**src/rtl/smg_scan_ctrl.sv**
```systemverilog
`default_nettype none
// ============================================================================
// Module   : smg_scan_ctrl
// Purpose  : Time-multiplexed seven-segment scanner for N_DIGITS hex digits.
//            Provides a per-digit decimal point, per-digit blanking, leading-zero
//            suppression and 16-level PWM brightness. Inputs are captured into
//            shadow registers only at frame boundaries, so every frame is
//            internally consistent.
// Ports    : clk, rst           - clock, synchronous active-high reset
//            data[4N-1:0]       - hex nibbles, digit 0 is the rightmost
//            dp[N-1:0]          - decimal point per digit (1 = lit)
//            blank[N-1:0]       - 1 = digit completely dark
//            lz_en              - 1 = suppress leading zeros
//            bright[3:0]        - lit for (bright+1)/16 of each digit slot
//            sm_wei[N-1:0]      - digit enables (registered)
//            sm_duan[7:0]       - segments {dp,g,f,e,d,c,b,a} (registered)
//            frame_done         - one-cycle pulse after the last digit slot
// Revision : 1.0 - initial release
// ============================================================================
module smg_scan_ctrl #(
    parameter int N_DIGITS    = 4,
    parameter int SUB_DIV     = 6250,
    parameter int WEI_ACT_LOW = 1,
    parameter int SEG_ACT_LOW = 1
) (
    input  logic                    clk,
    input  logic                    rst,
    input  logic [4*N_DIGITS-1:0]   data,
    input  logic [N_DIGITS-1:0]     dp,
    input  logic [N_DIGITS-1:0]     blank,
    input  logic                    lz_en,
    input  logic [3:0]              bright,
    output logic [N_DIGITS-1:0]     sm_wei,
    output logic [7:0]              sm_duan,
    output logic                    frame_done
);

    localparam int c_SUB_W = (SUB_DIV > 1) ? $clog2(SUB_DIV) : 1;
    localparam int c_IDX_W = $clog2(N_DIGITS);

    localparam logic [c_SUB_W-1:0]  c_SUB_LAST = c_SUB_W'(SUB_DIV - 1);
    localparam logic [c_IDX_W-1:0]  c_IDX_LAST = c_IDX_W'(N_DIGITS - 1);

    // XOR masks that turn the internal polarity (enables active-high,
    // segments active-low) into the board polarity.
    localparam logic [N_DIGITS-1:0] c_WEI_INV  = (WEI_ACT_LOW != 0) ? {N_DIGITS{1'b1}} : {N_DIGITS{1'b0}};
    localparam logic [7:0]          c_SEG_INV  = (SEG_ACT_LOW != 0) ? 8'h00 : 8'hFF;
    localparam logic [7:0]          c_SEG_OFF  = 8'hFF ^ c_SEG_INV;
    localparam logic [N_DIGITS-1:0] c_ONE      = {{(N_DIGITS-1){1'b0}}, 1'b1};

    // ------------------------------------------------------------------------
    // Scan counters
    // ------------------------------------------------------------------------
    logic [c_SUB_W-1:0]   r_sub_cnt;
    logic [3:0]           r_phase;
    logic [c_IDX_W-1:0]   r_idx;

    // Shadow copies of the inputs, decoded for the whole current frame
    logic [4*N_DIGITS-1:0] r_data_s;
    logic [N_DIGITS-1:0]   r_dp_s;
    logic [N_DIGITS-1:0]   r_blank_s;
    logic                  r_lz_en_s;
    logic [3:0]            r_bright_s;

    logic [N_DIGITS-1:0]   r_wei;
    logic [7:0]            r_duan;
    logic                  r_frame_done;

    logic                  w_sub_wrap;
    logic                  w_slot_end;
    logic                  w_frame_end;

    assign w_sub_wrap  = (r_sub_cnt == c_SUB_LAST);
    assign w_slot_end  = w_sub_wrap && (r_phase == 4'hF);
    assign w_frame_end = w_slot_end && (r_idx == c_IDX_LAST);

    always_ff @(posedge clk) begin
        if (rst) begin
            r_sub_cnt <= '0;
            r_phase   <= '0;
            r_idx     <= '0;
        end else begin
            if (w_sub_wrap) begin
                r_sub_cnt <= '0;
                r_phase   <= r_phase + 4'd1;
            end else begin
                r_sub_cnt <= r_sub_cnt + c_SUB_W'(1);
            end
            if (w_slot_end) begin
                r_idx <= (r_idx == c_IDX_LAST) ? '0 : r_idx + c_IDX_W'(1);
            end
        end
    end

    // Reset has priority, so a frame boundary coinciding with reset loads nothing.
    always_ff @(posedge clk) begin
        if (rst) begin
            r_data_s   <= '0;
            r_dp_s     <= '0;
            r_blank_s  <= '0;
            r_lz_en_s  <= 1'b0;
            r_bright_s <= '0;
        end else if (w_frame_end) begin
            r_data_s   <= data;
            r_dp_s     <= dp;
            r_blank_s  <= blank;
            r_lz_en_s  <= lz_en;
            r_bright_s <= bright;
        end
    end

    // ------------------------------------------------------------------------
    // Decode
    // ------------------------------------------------------------------------
    function automatic logic [7:0] font(input logic [3:0] nib);
        logic [7:0] seg;
        case (nib)
            4'h0: seg = 8'hC0;
            4'h1: seg = 8'hF9;
            4'h2: seg = 8'hA4;
            4'h3: seg = 8'hB0;
            4'h4: seg = 8'h99;
            4'h5: seg = 8'h92;
            4'h6: seg = 8'h82;
            4'h7: seg = 8'hF8;
            4'h8: seg = 8'h80;
            4'h9: seg = 8'h90;
            4'hA: seg = 8'h88;
            4'hB: seg = 8'h83;
            4'hC: seg = 8'hC6;
            4'hD: seg = 8'hA1;
            4'hE: seg = 8'h86;
            default: seg = 8'h8E;
        endcase
        return seg;
    endfunction

    // w_lead_zero[i]: nibbles N_DIGITS-1 down to i are all zero.
    logic [N_DIGITS-1:0] w_lead_zero;
    logic [N_DIGITS-1:0] w_suppress;

    always_comb begin
        w_lead_zero = '0;
        w_lead_zero[N_DIGITS-1] = (r_data_s[4*(N_DIGITS-1) +: 4] == 4'h0);
        for (int i = N_DIGITS - 2; i >= 0; i--) begin
            w_lead_zero[i] = w_lead_zero[i+1] && (r_data_s[4*i +: 4] == 4'h0);
        end
        w_suppress    = w_lead_zero & {N_DIGITS{r_lz_en_s}};
        w_suppress[0] = 1'b0;  // the units digit always shows something
    end

    logic [3:0]          w_nib;
    logic [7:0]          w_seg_low;
    logic                w_dark;
    logic                w_on;
    logic [N_DIGITS-1:0] w_wei_next;
    logic [7:0]          w_duan_next;

    always_comb begin
        w_nib     = r_data_s[4*r_idx +: 4];
        // A suppressed digit keeps its decimal point.
        w_seg_low = w_suppress[r_idx] ? 8'hFF : font(w_nib);
        if (r_dp_s[r_idx]) begin
            w_seg_low[7] = 1'b0;
        end
        w_dark      = w_suppress[r_idx] && !r_dp_s[r_idx];
        w_on        = (r_phase <= r_bright_s) && !r_blank_s[r_idx] && !w_dark;
        w_wei_next  = (w_on ? (c_ONE << r_idx) : {N_DIGITS{1'b0}}) ^ c_WEI_INV;
        w_duan_next = w_on ? (w_seg_low ^ c_SEG_INV) : c_SEG_OFF;
    end

    always_ff @(posedge clk) begin
        if (rst) begin
            r_wei        <= c_WEI_INV;
            r_duan       <= c_SEG_OFF;
            r_frame_done <= 1'b0;
        end else begin
            r_wei        <= w_wei_next;
            r_duan       <= w_duan_next;
            r_frame_done <= w_frame_end;
        end
    end

    assign sm_wei     = r_wei;
    assign sm_duan    = r_duan;
    assign frame_done = r_frame_done;

endmodule
`default_nettype wire
```
**config.mk**
```make
export PLATFORM = sky130hd
export DESIGN_NAME = smg_scan_ctrl
export DESIGN_NICKNAME = d
export VERILOG_FILES = /design/src/rtl/smg_scan_ctrl.sv
export SDC_FILE = /design/constraint.sdc
export NUM_CORES = 1
export LEC_CHECK = 0
export CAP_MARGIN = 20
export CORE_ASPECT_RATIO = 0.8
export CORE_MARGIN = 2
export CORE_UTILIZATION = 31
export DETAILED_ROUTE_END_ITERATION = 10
export DONT_BUFFER_PORTS = 1
export PLACE_DENSITY = 0.5
export SYNTH_ARGS = -nofsm -noshare
export SYNTH_HDL_FRONTEND = slang
export SYNTH_SLANG_ARGS = --single-unit
```
**constraint.sdc**
```tcl
create_clock -name clk -period 2.8 [get_ports clk]
set_input_delay 0.56 -clock clk [delete_from_list [all_inputs] [get_ports clk]]
set_output_delay 0.56 -clock clk [all_outputs]
set_load 0.01 [all_outputs]
```
==> metrics.yaml, run 1 <==
ys_ff_latch: 61
vias: 2244
overflow: 0
status: "complete, no violations"
final_nets: 378
worst-endpoint-required_ps: 3040
async_reset_ff_share_pct: 0
p_per_area_mw_per_mm2: 631
critPathMaxFanout: 7
antennaDiodeCount: 0
cts-resized-gates: 0
drc: 0
worstSkewPairLatency_ps: 330
ant_nets: 0
r2r_slack_ps: 690
first_global_vias: 2053
synth_enable_flop_cells: 0
fp.dieW_um: 112
ios: 44
drive_above_1_share_pct: 10.2
gp_congestion: 0.810
syn2layout_area_growth_pct: 13.4
grt_pass1_wl_um: 10500
ir_drop_uv: 317
clk_transition_reported_paths_ps: 50
io_buffers: 0
critPathCaptureType: "register"
path_class: "register to register"
maxCapViolCount: 0
cts_hold_buf: 0
cts_tree: "built"
avgSynthCellArea_um2: 8.82
slew_headroom_pct: 66.4
finalCritPeriodShare_pct: 75.5
coreArea_mm2: 0.00908
grtUsageTotal_pct: 13.0
final_common_cell: "nand2_1"
cts_inserted_buffers: 9
htree_levels: 3
dp_hpwl_um: 4580
dieArea_mm2: 0.0102
fmaxAchievable_mhz: 473
hp-class: "input port to register"
fp-row-count: 31
max_slew.worst_pin.slew_ps: 494
cts_buffer_depth: 2
syn_area_mm2: 0.00291
synth_ff_type: "dfxtp_1"
hold_viol: 0
drtPass1Iterations: 4
drt_iter0_markers: 121
setup_viol: 0
ys_seq_area_share_pct: 42.0
cts.sinks: 61
grt_max_degree: 39
routedWlPerCell_um: 14.2
p_leak_nw: 1.11
vias_per_cell: 5.00
critPathArrivalTime_ps: 2360
yosysWarnings: 0
antenna_found_initial: 0
finClkSkew_ps: 6.97
wirelength_um: 6380
start_util_pct: 32.1
hold_slack_ps: 289
maxSlewViolCount: 0
crit_path_start_kind: "register"
netlist_instances: 330
finalSetupTns_ps: 0
postCtsSetupRepairBufs: 0
dieHeight_um: 90.7
cts-root-buf: "clkbuf_16"
final_cell_mix: "nand2_1 (73), dfxtp_1 (61), a21oi_1 (37)"
yosysUniqueCellTypes: 47
rsz0062_at_grt: "false"
min_period_ps: 2110
synth_nets: 378
-- report_power, final --
| group | leakage (nW) | internal, mW | switching (mW) |
|---|---|---|---|
| registers | 0.495 | 0.879 | 0.00939 |
| logic | 0.460 | 0.00851 | 0.0107 |
| clock network | 0.152 | 0.795 | 0.379 |
| total | 1.11 | 1.68 | 0.399 |
-- synthesized netlist by cell type, types with 6 or more instances --
cell type  number  area share (%)
nand3_1        10             1.7
or3_1           6             1.3
xor2_1          7             2.1
dfxtp_1        61              42
o21ai_0         9             1.5
a21oi_1        37             6.4
nand2_1        73             9.4
inv_1          14             1.8
nor2_1         18             2.3
ha_1           17             7.3
-- cell families (layout without fill, tap and decap cells) --
kind of cell | count (synthesis) | after routing | share of synthesized area (%)
xor gates and xnor gates | 9 | 9 | 2.71
adders and majority gates | 17 | 17 | 7.31
DFF | 61 | 61 | 42.0
buffers and inverters | 29 | 33 | 5.20
muxes | 14 | 14 | 7.22
and+or+nand+nor | 137 | 137 | 23.0
AOI/OAI and AO/OA | 63 | 63 | 12.6
-- metrics by stage --
stage	power [mW]	std cells	utilization (%)	instance area [um^2]	worst slack (ps)
after CTS	2.12	449	36.4	3300	684
after global routing	2.15	449	36.4	3300	527
final	2.08	449	36.4	3300	686
after floorplan	0.927	330	-	2910	750
after detailed placement	0.926	434	32.9	2990	698
after global placement	0.926	434	32.9	2990	751
-- flip-flops by register name, summed over array words and instances (netlist names) --
name	cells
frame_done	1
r_blank_s	4
r_bright_s	4
r_data_s	16
r_dp_s	4
r_idx	2
r_lz_en_s	1
r_phase	4
r_sub_cnt	13
sm_duan	8
sm_wei	4
-- layout make-up --
cell class	instances	area, um^2
fillers	963	5780
multi-input cells	240	1540
flip-flops and latches	61	1220
clock buffers	11	243
well taps	115	144
clock inverters	4	72.6
inverters	14	52.6
repair buffers	4	30.0
-- path summary, 6_finish.rpt --
| check | start | endpoint | depth (start not counted) |
|---|---|---|---|
| worst min register to register | r_dp_s[0] | r_dp_s[0] | 2 |
| worst min-delay path | rst | r_dp_s[2] | 1 |
| worst max register to register | r_idx[0] | sm_duan[0] | 6 |
| worst max-delay path | r_idx[0] | sm_duan[0] | 6 |
-- routing by layer --
metal  track usage [%]  share of wire, %  up-vias
met2              16.4                37       52
met4              3.96               1.4        0
met3              5.17               5.0        9
li1                  -                 -     1143
met5                 0                 0        -
met1              19.8                56     1040
-- worst max-delay path, stage by stage (launching register included) --
cell and delay [ps]:
dfxtp_1 510, mux4_2 610, inv_1 170, ha_1 240, o32ai_1 100, o21a_1 180, o31ai_1 220
Note: power is estimated with default switching activity, not from simulation.
==> run 2, diff against run 1 <==
==> constraint.sdc (replaced) <==
create_clock -name clk -period 2.02 [get_ports clk]
set_input_delay 0.404 -clock clk [delete_from_list [all_inputs] [get_ports clk]]
set_output_delay 0.404 -clock clk [all_outputs]
set_load 0.01 [all_outputs]
==> run 2 against run 1 <==
First-iteration DRC count shrank 11%; global-route usage grew 0.32 points; clock skew down 0.58 ps; register-to-register slack got worse by 550 ps; utilization is 0.94 points higher; sequential cell count unchanged; sequential share of layout area is 0.82 points lower; worst setup slack lost 550 ps; critical path type unchanged; largest cell class unchanged; highest routed layer unchanged.
==> metrics.yaml, run 2 (synthesized netlist as in run 1, its figures left out) <==
stdcell_count: 455
dp_hpwl_um: 4510
cts_buffer_depth: 2
io_buffers: 0
dieArea_mm2: 0.0102
grt_pass1_wl_um: 10700
grtUsageTotal_pct: 13.3
min_period_ps: 1890
fp-row-count: 31
met2_length_um: 2510
max_slew.worst_pin.slew_ps: 504
ant_nets: 0
critPathArrivalTime_ps: 2080
wirelength_um: 6450
largest_reg_flops: 16
fp.dieW_um: 112
vias_per_cell: 4.97
p_leak_nw: 1.13
p_comb_share_pct: 1.0
ios: 44
final_nets: 383
routedWlPerCell_um: 14.2
path_class: "register to register"
finClkSkew_ps: 6.38
coreArea_mm2: 0.00908
p_seq_share_pct: 42.7
drc: 0
finalSetupTns_ps: 0
fmaxAchievable_mhz: 530
drive_above_1_share_pct: 13.5
finalInstanceArea_mm2: 0.00339
start_util_pct: 32.1
p_total_mw: 2.88
ir_drop_uv: 469
maxCapViolCount: 0
swShare_pct: 20.0
hp-class: "input port to register"
gp_congestion: 0.794
maxSlewViolCount: 0
overflow: 0
worst-endpoint-required_ps: 2210
htree_levels: 3
power_frac_clock_pct: 56.4
first_global_vias: 2142
highest-signal-layer: "met4"
p_per_area_mw_per_mm2: 850
cts_hold_buf: 0
drt_iter0_markers: 108
hold_slack_ps: 137
cts_tree: "built"
hold_viol: 0
clk_transition_reported_paths_ps: 60
critPathMaxFanout: 7
dp.cells: 437
vias: 2262
finalCritPeriodShare_pct: 93.4
drtPass1Iterations: 4
cts-root-buf: "clkbuf_16"
critPathCaptureType: "register"
antennaDiodeCount: 0
status: "complete, no violations"
final_cell_mix: "nand2_1 (73), dfxtp_1 (60), a21oi_1 (37)"
slew_headroom_pct: 65.7
wl_met3_um: 460
cts_inserted_buffers: 9
top_register: "r_data_s"
crit_path_start_kind: "register"
dieHeight_um: 90.7
final_common_cell: "nand2_1"
syn2layout_area_growth_pct: 16.3
fill_cells: 973
worstSkewPairLatency_ps: 330
drt-met1-wl_um: 3420
r2r_slack_ps: 130
p_switching_mw: 0.576
cts.sinks: 61
internal_power_mw: 2.30
antenna_found_initial: 0
place_area_mm2: 0.00302
setup_viol: 0
grt_max_degree: 39
-- run 2: cell type report --
type                            count  area (um^2)  share of cell area [%]
Clock buffer                       10          229                    6.76
Clock inverter                      6         87.6                    2.59
Inverter                           14         52.6                    1.55
Multi-Input combinational cell    240         1560                    46.1
Sequential cell                    61         1220                    36.2
Tap cell                          115          144                    4.25
Timing Repair Buffer                9         87.6                    2.59
-- run 2: through the flow --
stage / util (%) / setup slack [ps]
2_1_floorplan: - / 21.3
3_3_place_gp: 33.3 / 117
3_5_place_dp: 33.3 / 41.1
4_1_cts: 36.8 / 34.3
5_1_grt: 37.3 / -0.525
6_report: 37.3 / 133
-- run 2: path summary, 6_finish.rpt --
kind,startpoint,endpoint,depth (start not counted)
max,r_idx[0],sm_duan[0],6
min,rst,r_data_s[3],1
max reg2reg,r_idx[0],sm_duan[0],6
min reg2reg,r_dp_s[3],r_dp_s[3],2
-- run 2: worst max-delay path, stage by stage (launching register included) --
cell,delay (ps)
dfxtp_4,370
mux4_2,570
buf_4,180
ha_4,170
o32ai_2,250
o21a_1,140
o31ai_1,70
-- run 2: repair_timing --
item,CTS,global route
resized for setup,0,9
setup buffers,0,2
setup endpoints to repair,0,6
-- run 2: power by group through the flow --
stage / registers (mW) / clock network, mW / logic [mW]
2_1_floorplan: 1.25 / 0 / 0.0320
3_3_place_gp: 1.26 / 0 / 0.0274
3_5_place_dp: 1.26 / 0 / 0.0276
4_1_cts: 1.23 / 1.67 / 0.0281
5_1_grt: 1.23 / 1.72 / 0.0323
6_report: 1.23 / 1.62 / 0.0275
-- run 2: metal layers --
metal / GRT usage, % / vias up
li1: - / 1160
met1: 19.5 / 1038
met2: 16.7 / 60
met3: 5.97 / 4
met4: 5.18 / 0
met5: 0 / -
